**config.mk**
```make
export PLATFORM = sky130hd
export DESIGN_NAME = uart_tx_framer
export DESIGN_NICKNAME = d
export VERILOG_FILES = /design/src/rtl/uart_pkg.sv /design/src/rtl/uart_baud_tick.sv /design/src/rtl/uart_tx_framer.sv
export SDC_FILE = /design/constraint.sdc
export NUM_CORES = 1
export LEC_CHECK = 0
export ABC_AREA = 1
export CAP_MARGIN = 20
export CELL_PAD_IN_SITES_DETAIL_PLACEMENT = 0
export CELL_PAD_IN_SITES_GLOBAL_PLACEMENT = 1
export CORE_ASPECT_RATIO = 1.2
export CORE_MARGIN = 5
export CORE_UTILIZATION = 30
export CTS_CLUSTER_DIAMETER = 120
export DETAILED_ROUTE_END_ITERATION = 6
export GPL_TIMING_DRIVEN = 0
export PLACE_DENSITY_LB_ADDON = 0.1
export SYNTH_ARGS = -nofsm -noshare
export SYNTH_HDL_FRONTEND = slang
export SYNTH_HIERARCHICAL = 1
export SYNTH_SLANG_ARGS = --single-unit
```
**constraint.sdc**
```tcl
create_clock -name clk -period 1.7 [get_ports clk]
set_input_delay 0.34 -clock clk [delete_from_list [all_inputs] [get_ports clk]]
set_output_delay 0.34 -clock clk [all_outputs]
set_load 0.005 [all_outputs]
```
**src/rtl/uart_pkg.sv**
```systemverilog
// Shared definitions for the UART transmit framer: parity modes, FSM encoding
// and the parity helper.
package uart_pkg;

    localparam int PAR_NONE = 0;
    localparam int PAR_ODD  = 1;
    localparam int PAR_EVEN = 2;

    typedef enum logic [2:0] {
        ST_IDLE  = 3'd0,
        ST_START = 3'd1,
        ST_DATA  = 3'd2,
        ST_PAR   = 3'd3,
        ST_STOP  = 3'd4
    } state_t;

    // Payload is zero-extended to 9 bits, which leaves its XOR unchanged.
    function automatic logic parity_bit(input logic [8:0] data, input int mode);
        logic x;
        x = ^data;
        if (mode == PAR_ODD) begin
            return ~x;
        end else begin
            return x;
        end
    endfunction

endpackage

```
**src/rtl/uart_baud_tick.sv**
```systemverilog
// Bit-period timer: counts 0..CLKS_PER_BIT-1 and flags the last cycle of each bit.
module uart_baud_tick #(
    parameter int CLKS_PER_BIT = 16
) (
    input  logic clk,
    input  logic rst,
    input  logic clear,
    output logic tick
);

    localparam int CW = (CLKS_PER_BIT > 1) ? $clog2(CLKS_PER_BIT) : 1;
    localparam logic [CW-1:0] LAST = CW'(CLKS_PER_BIT - 1);

    logic [CW-1:0] cnt_r;

    // Free-running bit-period counter, held at zero while the framer idles.
    always_ff @(posedge clk or negedge rst) begin
        if (!rst) begin
            cnt_r <= {CW{1'b0}};
        end else if (clear || (cnt_r == LAST)) begin
            cnt_r <= {CW{1'b0}};
        end else begin
            cnt_r <= cnt_r + {{(CW-1){1'b0}}, 1'b1};
        end
    end

    assign tick = (cnt_r == LAST);

endmodule

```
**src/rtl/uart_tx_framer.sv**
```systemverilog
// UART transmitter: frames a captured payload as start, data (LSB first),
// optional parity and stop bits on a registered, idle-high serial line.
module uart_tx_framer
    import uart_pkg::*;
#(
    parameter int DATA_BITS    = 8,
    parameter int CLKS_PER_BIT = 16,
    parameter int PARITY       = 0,
    parameter int STOP_BITS    = 1
) (
    input  logic                 clk,
    input  logic                 rst,
    input  logic                 tx_valid,
    input  logic [DATA_BITS-1:0] tx_data,
    output logic                 tx_ready,
    output logic                 out,
    output logic                 sgn,
    output logic                 tx_done
);

    if ((DATA_BITS < 5) || (DATA_BITS > 9)) begin : g_bad_data_bits
        $error("uart_tx_framer: DATA_BITS must be 5..9");
    end
    if (CLKS_PER_BIT < 2) begin : g_bad_clks_per_bit
        $error("uart_tx_framer: CLKS_PER_BIT must be at least 2");
    end
    if ((PARITY < 0) || (PARITY > 2)) begin : g_bad_parity
        $error("uart_tx_framer: PARITY must be 0, 1 or 2");
    end
    if ((STOP_BITS < 1) || (STOP_BITS > 2)) begin : g_bad_stop_bits
        $error("uart_tx_framer: STOP_BITS must be 1 or 2");
    end

    state_t                state_r;
    logic                  out_r;
    logic                  par_r;
    logic [DATA_BITS-1:0]  shift_r;
    logic [3:0]            bit_cnt_r;
    logic                  tick_s;
    logic                  clear_s;
    logic                  last_data_s;
    logic                  last_stop_s;

    assign clear_s     = (state_r == ST_IDLE);
    assign last_data_s = (bit_cnt_r == 4'(DATA_BITS - 1));
    assign last_stop_s = (bit_cnt_r == 4'(STOP_BITS - 1));

    uart_baud_tick #(
        .CLKS_PER_BIT(CLKS_PER_BIT)
    ) u_baud (
        .clk  (clk),
        .rst  (rst),
        .clear(clear_s),
        .tick (tick_s)
    );

    // Frame sequencer; out_r changes on the same edge as the state it belongs to.
    always_ff @(posedge clk or negedge rst) begin
        if (!rst) begin
            state_r   <= ST_IDLE;
            out_r     <= 1'b1;
            par_r     <= 1'b0;
            shift_r   <= {DATA_BITS{1'b0}};
            bit_cnt_r <= 4'd0;
        end else begin
            case (state_r)
                ST_IDLE: begin
                    out_r     <= 1'b1;
                    bit_cnt_r <= 4'd0;
                    if (tx_valid) begin
                        state_r <= ST_START;
                        out_r   <= 1'b0;
                        shift_r <= tx_data;
                        par_r   <= parity_bit(9'(tx_data), PARITY);
                    end
                end
                ST_START: begin
                    if (tick_s) begin
                        state_r <= ST_DATA;
                        out_r   <= shift_r[0];
                        shift_r <= shift_r >> 1;
                    end
                end
                ST_DATA: begin
                    if (tick_s) begin
                        if (!last_data_s) begin
                            bit_cnt_r <= bit_cnt_r + 4'd1;
                            out_r     <= shift_r[0];
                            shift_r   <= shift_r >> 1;
                        end else if (PARITY != PAR_NONE) begin
                            state_r   <= ST_PAR;
                            bit_cnt_r <= 4'd0;
                            out_r     <= par_r;
                        end else begin
                            state_r   <= ST_STOP;
                            bit_cnt_r <= 4'd0;
                            out_r     <= 1'b1;
                        end
                    end
                end
                ST_PAR: begin
                    if (tick_s) begin
                        state_r   <= ST_STOP;
                        bit_cnt_r <= 4'd0;
                        out_r     <= 1'b1;
                    end
                end
                ST_STOP: begin
                    out_r <= 1'b1;
                    if (tick_s) begin
                        if (last_stop_s) begin
                            state_r   <= ST_IDLE;
                            bit_cnt_r <= 4'd0;
                        end else begin
                            bit_cnt_r <= bit_cnt_r + 4'd1;
                        end
                    end
                end
                default: begin
                    state_r   <= ST_IDLE;
                    out_r     <= 1'b1;
                    bit_cnt_r <= 4'd0;
                end
            endcase
        end
    end

    assign tx_ready = (state_r == ST_IDLE);
    assign sgn      = (state_r != ST_IDLE);
    assign out      = out_r;
    // Decoded from registers only: high during the final cycle of the last stop bit.
    assign tx_done  = (state_r == ST_STOP) && tick_s && last_stop_s;

endmodule

```
==> results of run 1 <==
## through the flow
stage / worst slack (ps) / instance area [µm²] / std cells
after CTS: -79.0 / 1670 / 246
after detailed placement: -538 / 1530 / 238
after global routing: -102 / 1710 / 248
final: -26.0 / 1710 / 248
after floorplan: 117 / 1320 / 168
after global placement: -525 / 1530 / 238
## worst register-to-register path: cells and delay by family (launching register included)
family        cells  cell delay, ps
buf+inv           1              80
flops             1             400
simple gates      8             770
fa+ha+maj         1             170
## per-layer routing
| layer | GRT usage | vias to the layer above | routed length [µm] |
|---|---|---|---|
| li1 | - | 579 | - |
| met1 | 0.131 | 516 | 1300 |
| met2 | 0.199 | 7 | 1570 |
| met3 | 0.0218 | 2 | 76 |
| met4 | 0.0402 | 0 | 26 |
| met5 | 0 | - | 0 |
## final cells by class
cell class,instances,area share
buffer,2,0.0132
clock buffer,3,0.0242
clock inverter,1,0.0176
inverter,17,0.0388
multi-input combinational,129,0.463
sequential,20,0.294
tap,56,0.0410
timing repair buffer,20,0.108
## timing repair
action                                  4_1_cts  5_1_grt
resized for setup                            18        5
endpoints found under the hold margin         0        0
pin swaps                                     4        3
gates cloned                                  0        0
endpoints found under the setup margin       10        2
setup buffers                                 4        1
## logic make-up (layout without fill, tap and decap cells)
logic type / Yosys count / count (layout) / synth area share
flip-flops: 20 / 20 / 0.380
AO/OA/AOI/OAI: 7 / 7 / 0.0370
adder cells (fa/ha/maj): 3 / 3 / 0.0285
buffers and inverters: 19 / 43 / 0.0598
AND/OR/NAND/NOR: 119 / 119 / 0.494
## flip-flops by register name, indices dropped and copies added, names as in the netlist
name	count
shift_r	8
state_r	3
out	1
bit_cnt_r	4
u_baud/cnt_r	4
## how the worst min path moves through the flow
stage / end / from / cells past startpoint / slack, ps
floorplan: bit_cnt_r[0]$_DFFE_PN0P_ / rst / 0 / 40
global placement: shift_r[7]$_DFFE_PN0P_ / shift_r[7]$_DFFE_PN0P_ / 2 / 460
detailed placement: shift_r[6]$_DFFE_PN0P_ / shift_r[6]$_DFFE_PN0P_ / 2 / 470
CTS: shift_r[6]$_DFFE_PN0P_ / shift_r[6]$_DFFE_PN0P_ / 2 / 490
global route: bit_cnt_r[2]$_DFFE_PN0P_ / rst / 1 / 430
finish: u_baud/cnt_r[1]$_DFF_PN0_ / rst / 1 / 400
## power breakdown
group	internal, µW	switching, µW
clock	314	167
combinational	705	1090
sequential	673	149
## synth_stat cells
cell	count	area, µm²
nand2_1	62	233
dfrtp_1	19	475
nand3_1	15	75.1
nor2_1	12	45.0
inv_1	11	41.3
inv_2	6	22.5
nand2_2	6	37.5
nand2_4	6	67.6
ha_1	3	37.5
nand4_1	3	18.8
nor2_2	3	18.8
o21ai_1	3	15.0
a21oi_1	2	10.0
buf_4	2	15.0
nor2_4	2	22.5
nor2_8	2	40.0
nor4_1	2	12.5
dfstp_2	1	26.3
nand2_8	1	20.0
nand3_2	1	10.0
nand3_4	1	17.5
nand4_4	1	21.3
nor3_1	1	5.00
nor3b_1	1	7.51
o21ai_0	1	5.00
o21bai_4	1	18.8
==> reports/qor.txt, run 1 <==
Status -> complete, but fails checks
Failing checks -> setup timing
Area added between synthesis and finish -> 29.6%
CP endpoint kind -> output pin
Die Y -> 82.6 µm
Rel. slew slack -> 0.682
RSZ-0062 raised after global routing -> yes
Num CTS Buffers -> 3
CP Max Fanout -> 5
IO Pins -> 15
Hold_ws -> 402 ps
Detailed placer's ending HPWL -> 2120 µm
Residual DRC -> 0
CP bufs+invs -> 2
Post-synth net total -> 182
Critical path type -> flop to output pin
ANT nets after route -> 0
Worst setup margin -> -26.0 ps
Initial DRT Pass Iterations -> 4
Tot Pwr -> 3100 µW
CP peak stage delay -> 430 ps
Leak -> 0.000843 µW
Tmin final -> 1730 ps
Critical Path End -> tx_done
Post-Synthesis Cells -> 168
Detailed Route Iter0 Violations -> 35
Rows -> 26
Synth warnings -> 6
Synthesized area -> 1320 µm²
H-tree lvl count -> 1
Grt ovf -> 0
CP required -> 1360 ps
Layout cells sized above 1 -> 0.271
Startpoint types -> flop
Setup Skew -> 2.75 ps
Setup TNS -> -26.0 ps
Most common cell after layout, fill and taps aside -> nand2_1
CP Launch Point -> bit_cnt_r[1]$_DFFE_PN0P_
CP Data Arrival Time -> 1390 ps
Critical R2R Launch -> u_baud/cnt_r[1]$_DFF_PN0_
Starting density of the core -> 0.309
Clock sink count -> 20
IR drop worst, VDD -> 0.499 mV
Achievable frequency -> 579 MHz
N_diodes -> 0
Seq. cell area -> 503 µm²
Setup-failing EPs final -> 1
GRT Total Usage -> 0.110
Cts hold-fix bufs -> 0
Worst reg-to-reg path cell count -> 10
Sequential share of the synthesized area -> 0.380
CP max-delay cell -> dfrtp_1
PwrDens -> 1820 nW/µm²
Worst slew pin tran -> 475 ps
Tcrit/Tclk final -> 1.02
Cell count along the critical path -> 5
Worst Hold Class -> primary input to async pin
Via count of the first global-routing pass -> 1101
Worst-path clk slew -> 80 ps
Port bufs -> 14
Final hold vios -> 0
Pins over their slew limit -> 0
Crit-path leading delay family -> flip-flops
DIE WIDTH -> 70.5 µm
Initial antenna violation count -> 0
Routability cong. -> 0.767
Die area -> 5830 µm²
Synthesized flop and latch total -> 20
First-pass GRT wire length -> 5030 µm
Largest net degree at the start of global routing -> 21
Nets -> 207
Crit-path cells -> inv_1 -> ha_1 -> nand2_2 -> nor4_4 -> buf_2
CTS tree -> yes
Mean Syn Cell Area -> 7.85 µm²
Clock Latency Late Sink -> 260 ps
CORE AREA -> 4260 µm²
Synth cell types -> 26
WL final -> 2980 µm
Fillers -> 460
CTS Buffer Depth -> 2
WL/cell -> 12.0 µm
Max Cap Viol -> 0
Worst reg2reg endpoint -> state_r[1]$_DFFE_PN0P_
Post-layout utilization of the core -> 0.401
Most frequent cells in the layout -> nand2_1 (61), dfrtp_1 (18), nand3_1 (15)
R2r setup slk -> 180 ps
Drt via density -> 4.45
CTS root buf -> clkbuf_8
Multi-input gate area -> 791 µm²
Total number of vias -> 1104
(Power assumes the default switching activity.)
==> run 2, diff against run 1 <==
--- a/config.mk
+++ b/config.mk
@@ -10,7 +10,6 @@
 export CELL_PAD_IN_SITES_DETAIL_PLACEMENT = 0
 export CELL_PAD_IN_SITES_GLOBAL_PLACEMENT = 1
 export CORE_ASPECT_RATIO = 1.2
-export CORE_MARGIN = 5
 export CORE_UTILIZATION = 30
 export CTS_CLUSTER_DIAMETER = 120
 export DETAILED_ROUTE_END_ITERATION = 6
==> run 2 against run 1 <==
Against the previous run:
- total power is 3.5% lower
- design area is 1.5% higher
- clock power shrank 33%
- the flow still finishes with violations (setup timing)
- clock-buffer cell count grew 1
- hold slack improved by 1.1 ps
- via count is 2.7% higher
- global-route usage increased by 2.2 points
==> reports/qor.txt, run 2 (synthesis gave the netlist of run 1 again) <==
Critical path type -> flop to output pin
Finished Cell Area -> 1740 µm² (+1.5%)
First-pass GRT wire length -> 4820 µm (-4.3%)
Worst slew pin tran -> 460 ps (-15.0 ps)
Most common cell after layout, fill and taps aside -> nand2_1
Leak -> 0.000849 µW (+0.80%)
Max reg flops -> 8 (unchanged)
Port bufs -> 14 (unchanged)
N_diodes -> 0 (unchanged)
Detailed placer's ending HPWL -> 2040 µm (-4.1%)
Largest regs -> shift_r x8, bit_cnt_r x4, u_baud/cnt_r x4
WL final -> 2930 µm (-1.5%)
Die area -> 4670 µm² (-20%)
Startpoint types -> flop
RSZ-0062 raised after global routing -> yes
Placed Cells incl. Taps -> 238 (unchanged)
Final hold vios -> 0 (unchanged)
CP Max Fanout -> 7 (+2)
Clock Latency Late Sink -> 260 ps (about the same)
Achievable frequency -> 574 MHz (-0.86%)
CP endpoint kind -> output pin
Clock power share -> 0.107 (-0.048)
WL/cell -> 11.6 µm (-3.1%)
Tcrit/Tclk final -> 1.02 (+0.00878)
Worst setup margin -> -41.0 ps (-14.9 ps)
CTS tree -> yes
Num CTS Buffers -> 3 (unchanged)
DIE WIDTH -> 62.5 µm (-11%)
Nets -> 211 (+1.9%)
Initial DRT Pass Iterations -> 4 (unchanged)
Setup-failing EPs final -> 1 (unchanged)
Routability cong. -> 0.752 (-1.9%)
Via count of the first global-routing pass -> 1058 (-3.9%)
Rows -> 26 (unchanged)
CP max-delay cell -> dfrtp_1
Layout cells sized above 1 -> 0.291 (+0.0200)
Initial antenna violation count -> 0 (unchanged)
ANT nets after route -> 0 (unchanged)
Total number of vias -> 1134 (+2.7%)
Area added between synthesis and finish -> 31.6%
IO Pins -> 15 (unchanged)
Gate power share -> 0.620 (+0.040)
P_int -> 1570 µW (-7.4%)
Most frequent cells in the layout -> nand2_1 (61), dfrtp_1 (18), nand3_1 (14)
CORE AREA -> 4230 µm² (-0.76%)
Drt via density -> 4.50 (+1.1%)
Status -> complete, but fails checks
Net Sw Frac -> 0.477 (+0.0222)
Placed Instance Area -> 1530 µm² (unchanged)
CP required -> 1360 ps (about the same)
Setup Skew -> 8.18 ps (+5.44 ps)
IR drop worst, VDD -> 0.547 mV (+9.8%)
Crit-path leading delay family -> buffers and inverters
Largest net degree at the start of global routing -> 21 (unchanged)
Worst-path clk slew -> 70 ps (about the same)
Pins over their slew limit -> 0 (unchanged)
CTS Buffer Depth -> 2 (unchanged)
Detailed Route Iter0 Violations -> 51 (+46%)
Biggest register -> shift_r
CP peak stage delay -> 380 ps (-50 ps)
Crit-path cells -> buf_6 -> inv_2 -> nand2_1 -> nor4_4 -> buf_2
CP Data Arrival Time -> 1400 ps (about the same)
Cts hold-fix bufs -> 0 (unchanged)
Sw Pwr -> 1430 µW (+1.2%)
Starting density of the core -> 0.312 (+0.00238)
PwrDens -> 1730 nW/µm² (-4.9%)
Rel. slew slack -> 0.692 (+0.0100)
Die Y -> 74.6 µm (-9.7%)
Grt ovf -> 0 (unchanged)
H-tree lvl count -> 1 (unchanged)
Seq pwr share -> 0.272 (+0.007)
Clock sink count -> 20 (unchanged)
Tmin final -> 1740 ps (+14.9 ps)
Worst Hold Class -> primary input to async pin
Residual DRC -> 0 (unchanged)
CP bufs+invs -> 3 (+1)
Max Cap Viol -> 0 (unchanged)
Failing checks -> setup timing
Final cell count without fillers -> 252 (+1.6%)
GRT Total Usage -> 0.132 (+0.0220)
CTS root buf -> clkbuf_8
[run 2: what timing repair did]
item,CTS,global route
pin swaps,4,5
cloned,0,0
setup buffers,3,6
gates resized for setup,20,8
setup endpoints to repair,7,2
[run 2: worst reg2reg max path: stages (launching register included)]
cell and delay [ps]:
dfrtp_1 400, ha_4 170, nand2_4 60, nor2_4 140, clkinv_4 80, buf_4 140, buf_4 130, nand2_4 80
nand2_4 90, nor2_4 100, nand2_2 60, nand2_1 60, nand2_1 50
[run 2: power by group through the flow]
stage | registers, µW | logic [µW] | clock network [µW]
final | 815 | 1860 | 322
after global routing | 838 | 2090 | 359
after CTS | 816 | 1780 | 342
after detailed placement | 811 | 1680 | 0
after global placement | 805 | 1670 | 0
after floorplan | 782 | 1300 | 0
[run 2: per-stage QoR]
step	setup TNS, ps	utilization	hold slack, ps	setup slack, ps	power (µW)
final	-41.0	0.410	404	-41.0	3000
after global routing	-411	0.410	433	-117	3290
after CTS	-141	0.388	485	-141	2940
after detailed placement	-779	0.362	465	-522	2490
after global placement	-704	0.362	458	-505	2470
after floorplan	0	-	44.4	117	2080
[run 2: metal layers]
| layer | vias up | GRT usage | wire length, µm |
|---|---|---|---|
| li1 | 593 | - | - |
| met1 | 526 | 0.174 | 1360 |
| met2 | 10 | 0.222 | 1460 |
| met3 | 5 | 0.0227 | 75 |
| met4 | 0 | 0.0465 | 34 |
| met5 | - | 0 | 0 |
[run 2: area by class of cell]
type	count	area, µm²
timing repair buffer	24	215
fill	449	2490
clock buffer	4	45.0
tap	56	70.1
inverter	17	68.8
multi-input combinational	129	811
sequential	20	503
buffer	2	22.5
[run 2: worst paths after layout]
check / start / to / slack, ps / cells after the start
min in group clk: shift_r[7]$_DFFE_PN0P_ / shift_r[7]$_DFFE_PN0P_ / 480 / 2
setup reg to reg: u_baud/cnt_r[0]$_DFF_PN0_ / state_r[2]$_DFFE_PN0P_ / 50 / 12
hold reg to reg: shift_r[7]$_DFFE_PN0P_ / shift_r[7]$_DFFE_PN0P_ / 480 / 2
hold / removal: rst / u_baud/cnt_r[0]$_DFF_PN0_ / 400 / 1
setup / recovery: state_r[0]$_DFFE_PN0P_ / tx_done / -40 / 5
max in group asynchronous: rst / shift_r[0]$_DFFE_PN0P_ / 850 / 2
==> run 3, diff against run 2 <==
--- a/config.mk
+++ b/config.mk
@@ -6,12 +6,12 @@
 export NUM_CORES = 1
 export LEC_CHECK = 0
 export ABC_AREA = 1
-export CAP_MARGIN = 20
 export CELL_PAD_IN_SITES_DETAIL_PLACEMENT = 0
 export CELL_PAD_IN_SITES_GLOBAL_PLACEMENT = 1
 export CORE_ASPECT_RATIO = 1.2
 export CORE_UTILIZATION = 30
-export CTS_CLUSTER_DIAMETER = 120
+export CTS_BUF_LIST = sky130_fd_sc_hd__clkbuf_4 sky130_fd_sc_hd__clkbuf_8
+export CTS_CLUSTER_DIAMETER = 30
 export DETAILED_ROUTE_END_ITERATION = 6
 export GPL_TIMING_DRIVEN = 0
 export PLACE_DENSITY_LB_ADDON = 0.1
==> run 3 against run 2 <==
Against the previous run:
- the run still ends with setup timing left
- total power rose by 0.56%
- combinational power barely moved
- sequential share of layout area rose by 0.19 points
- design area fell by 0.65%
- non-clock buffer count fell by 1
- die area did not move
==> reports/qor.txt, run 3 (synthesis gave the netlist of run 1 again) <==
Most frequent cells in the layout -> nand2_1 (61), dfrtp_1 (18), nand3_1 (14)
Failing checks -> setup timing
GRT Total Usage -> 0.132 (-0.000329)
Total number of vias -> 1128 (-0.53%)
CORE AREA -> 4230 µm² (unchanged)
CP Data Arrival Time -> 1400 ps (about the same)
Critical path type -> flop to output pin
First-pass GRT wire length -> 4810 µm (-0.15%)
Residual DRC -> 0 (unchanged)
Drt via density -> 4.49 (-0.13%)
Crit-path cells -> buf_6 -> inv_2 -> nand2_1 -> nor4_4 -> buf_2
Leak -> 0.000845 µW (-0.47%)
Placed Instance Area -> 1530 µm² (unchanged)
CTS root buf -> clkbuf_8
Finished Cell Area -> 1720 µm² (-0.65%)
Hold path cells -> 2
RSZ-0062 raised after global routing -> yes
Status -> complete, but fails checks
IR drop worst, VDD -> 0.548 mV (about the same)
Pins over their slew limit -> 0 (unchanged)
Num CTS Buffers -> 3 (unchanged)
Detailed Route Iter0 Violations -> 52 (+2.0%)
Setup Skew -> 9.54 ps (+1.35 ps)
CP endpoint kind -> output pin
Die Y -> 74.6 µm (unchanged)
H-tree lvl count -> 1 (unchanged)
Nets -> 210 (-0.47%)
WL final -> 2940 µm (+0.41%)
CP bufs+invs -> 3 (unchanged)
Worst Hold Class -> flop to flop
Worst slew pin tran -> 1000 ps (+542 ps)
Die area -> 4670 µm² (unchanged)
Biggest register -> shift_r
Rows -> 26 (unchanged)
N_diodes -> 0 (unchanged)
Largest regs -> shift_r x8, bit_cnt_r x4, u_baud/cnt_r x4
Rel. slew slack -> 0.330 (-0.362)
Tot Pwr -> 3010 µW (+0.56%)
PwrDens -> 1750 nW/µm² (+1.2%)
Max reg flops -> 8 (unchanged)
HP Start -> shift_r[7]$_DFFE_PN0P_
Setup TNS -> -40.8 ps (+0.101 ps)
CTS tree -> yes
CP required -> 1360 ps (about the same)
WL/cell -> 11.7 µm (+0.81%)
IO Pins -> 15 (unchanged)
Max Cap Viol -> 0 (unchanged)
DIE WIDTH -> 62.5 µm (unchanged)
Clock sink count -> 20 (unchanged)
CP max-delay cell -> dfrtp_1
Hold_ws -> 478 ps (+74.5 ps)
Grt ovf -> 0 (unchanged)
Critical R2R Launch -> u_baud/cnt_r[0]$_DFF_PN0_
Clock Latency Late Sink -> 260 ps (about the same)
Routability cong. -> 0.752 (unchanged)
Hold Path End -> shift_r[7]$_DFFE_PN0P_
Area added between synthesis and finish -> 30.7%
Tcrit/Tclk final -> 1.02 (about the same)
Via count of the first global-routing pass -> 1057 (-0.095%)
Initial antenna violation count -> 0 (unchanged)
R2r setup slk -> 40 ps (about the same)
Setup-failing EPs final -> 1 (unchanged)
Cell count along the critical path -> 5 (unchanged)
CP peak stage delay -> 380 ps (about the same)
Detailed placer's ending HPWL -> 2040 µm (unchanged)
CTS Buffer Depth -> 2 (unchanged)
Final hold vios -> 0 (unchanged)
Port bufs -> 14 (unchanged)
CP Max Fanout -> 7 (unchanged)
Most common cell after layout, fill and taps aside -> nand2_1
Startpoint types -> flop
Worst reg-to-reg path cell count -> 12 (unchanged)
Starting density of the core -> 0.312 (unchanged)
ANT nets after route -> 0 (unchanged)
Layout cells sized above 1 -> 0.292 (+0.00149)
Crit-path leading delay family -> buffers and inverters
Final cell count without fillers -> 251 (-0.40%)
Worst setup margin -> -40.8 ps (+0.101 ps)
Worst-path clk slew -> 80 ps (about the same)
Worst reg2reg endpoint -> state_r[2]$_DFFE_PN0P_
Placed Cells incl. Taps -> 238 (unchanged)
Initial DRT Pass Iterations -> 4 (unchanged)
Largest net degree at the start of global routing -> 21 (unchanged)
Achievable frequency -> 574 MHz (about the same)
Tmin final -> 1740 ps (-0.101 ps)
-- run 3: routing by layer --
layer / global-route usage / up-vias / wire (µm)
li1: - / 592 / -
met1: 0.173 / 521 / 1380
met2: 0.222 / 10 / 1450
met4: 0.0465 / 0 / 34
met5: 0 / - / 0
met3: 0.0227 / 5 / 75
-- run 3: worst reg2reg max path: stages, from the launching register on --
cell      delay (ps)
dfrtp_1          400
ha_4             170
nand2_4           60
nor2_4           140
clkinv_4          80
buf_4            140
buf_4            130
nand2_4           80
nand2_4          100
nor2_4           100
nand2_2           60
nand2_1           60
nand2_1           50
-- run 3: repair_timing --
action / in CTS / in global routing
pin swaps: 4 / 5
endpoints found under the hold margin: 0 / 0
hold buffers: 0 / 0
endpoints found under the setup margin: 7 / 2
gates resized for setup: 20 / 8
buffers inserted: 3 / 6
-- run 3: area by class of cell --
type,instances,area (µm²)
multi-input combinational,129,811
clock buffer,4,48.8
sequential,20,503
timing repair buffer,23,200
fill,449,2500
inverter,17,68.8
buffer,2,22.5
tap,56,70.1
-- run 3: worst max-delay path by stage --
stage                              start  endpoint  slack (ps)
3_3_place_gp   u_baud/cnt_r[0]$_DFF_PN0_   tx_done        -500
2_1_floorplan  u_baud/cnt_r[0]$_DFF_PN0_   tx_done         120
4_1_cts        u_baud/cnt_r[1]$_DFF_PN0_   tx_done        -140
5_1_grt        u_baud/cnt_r[0]$_DFF_PN0_   tx_done        -120
3_5_place_dp   u_baud/cnt_r[0]$_DFF_PN0_   tx_done        -520
6_report          state_r[0]$_DFFE_PN0P_   tx_done         -40
-- run 3: power by group --
group / total [µW] / switching, µW / internal (µW)
Clock: 340 / 157 / 183
Sequential: 815 / 142 / 673
Combinational: 1860 / 1130 / 725
Total: 3010 / 1430 / 1580
-- run 3: metrics by stage --
| stage | utilization | setup slack [ps] |
|---|---|---|
| 6_report | 0.408 | -40.8 |
| 5_1_grt | 0.408 | -117 |
| 4_1_cts | 0.389 | -141 |
| 3_5_place_dp | 0.362 | -522 |
| 3_3_place_gp | 0.362 | -505 |
| 2_1_floorplan | - | 117 |
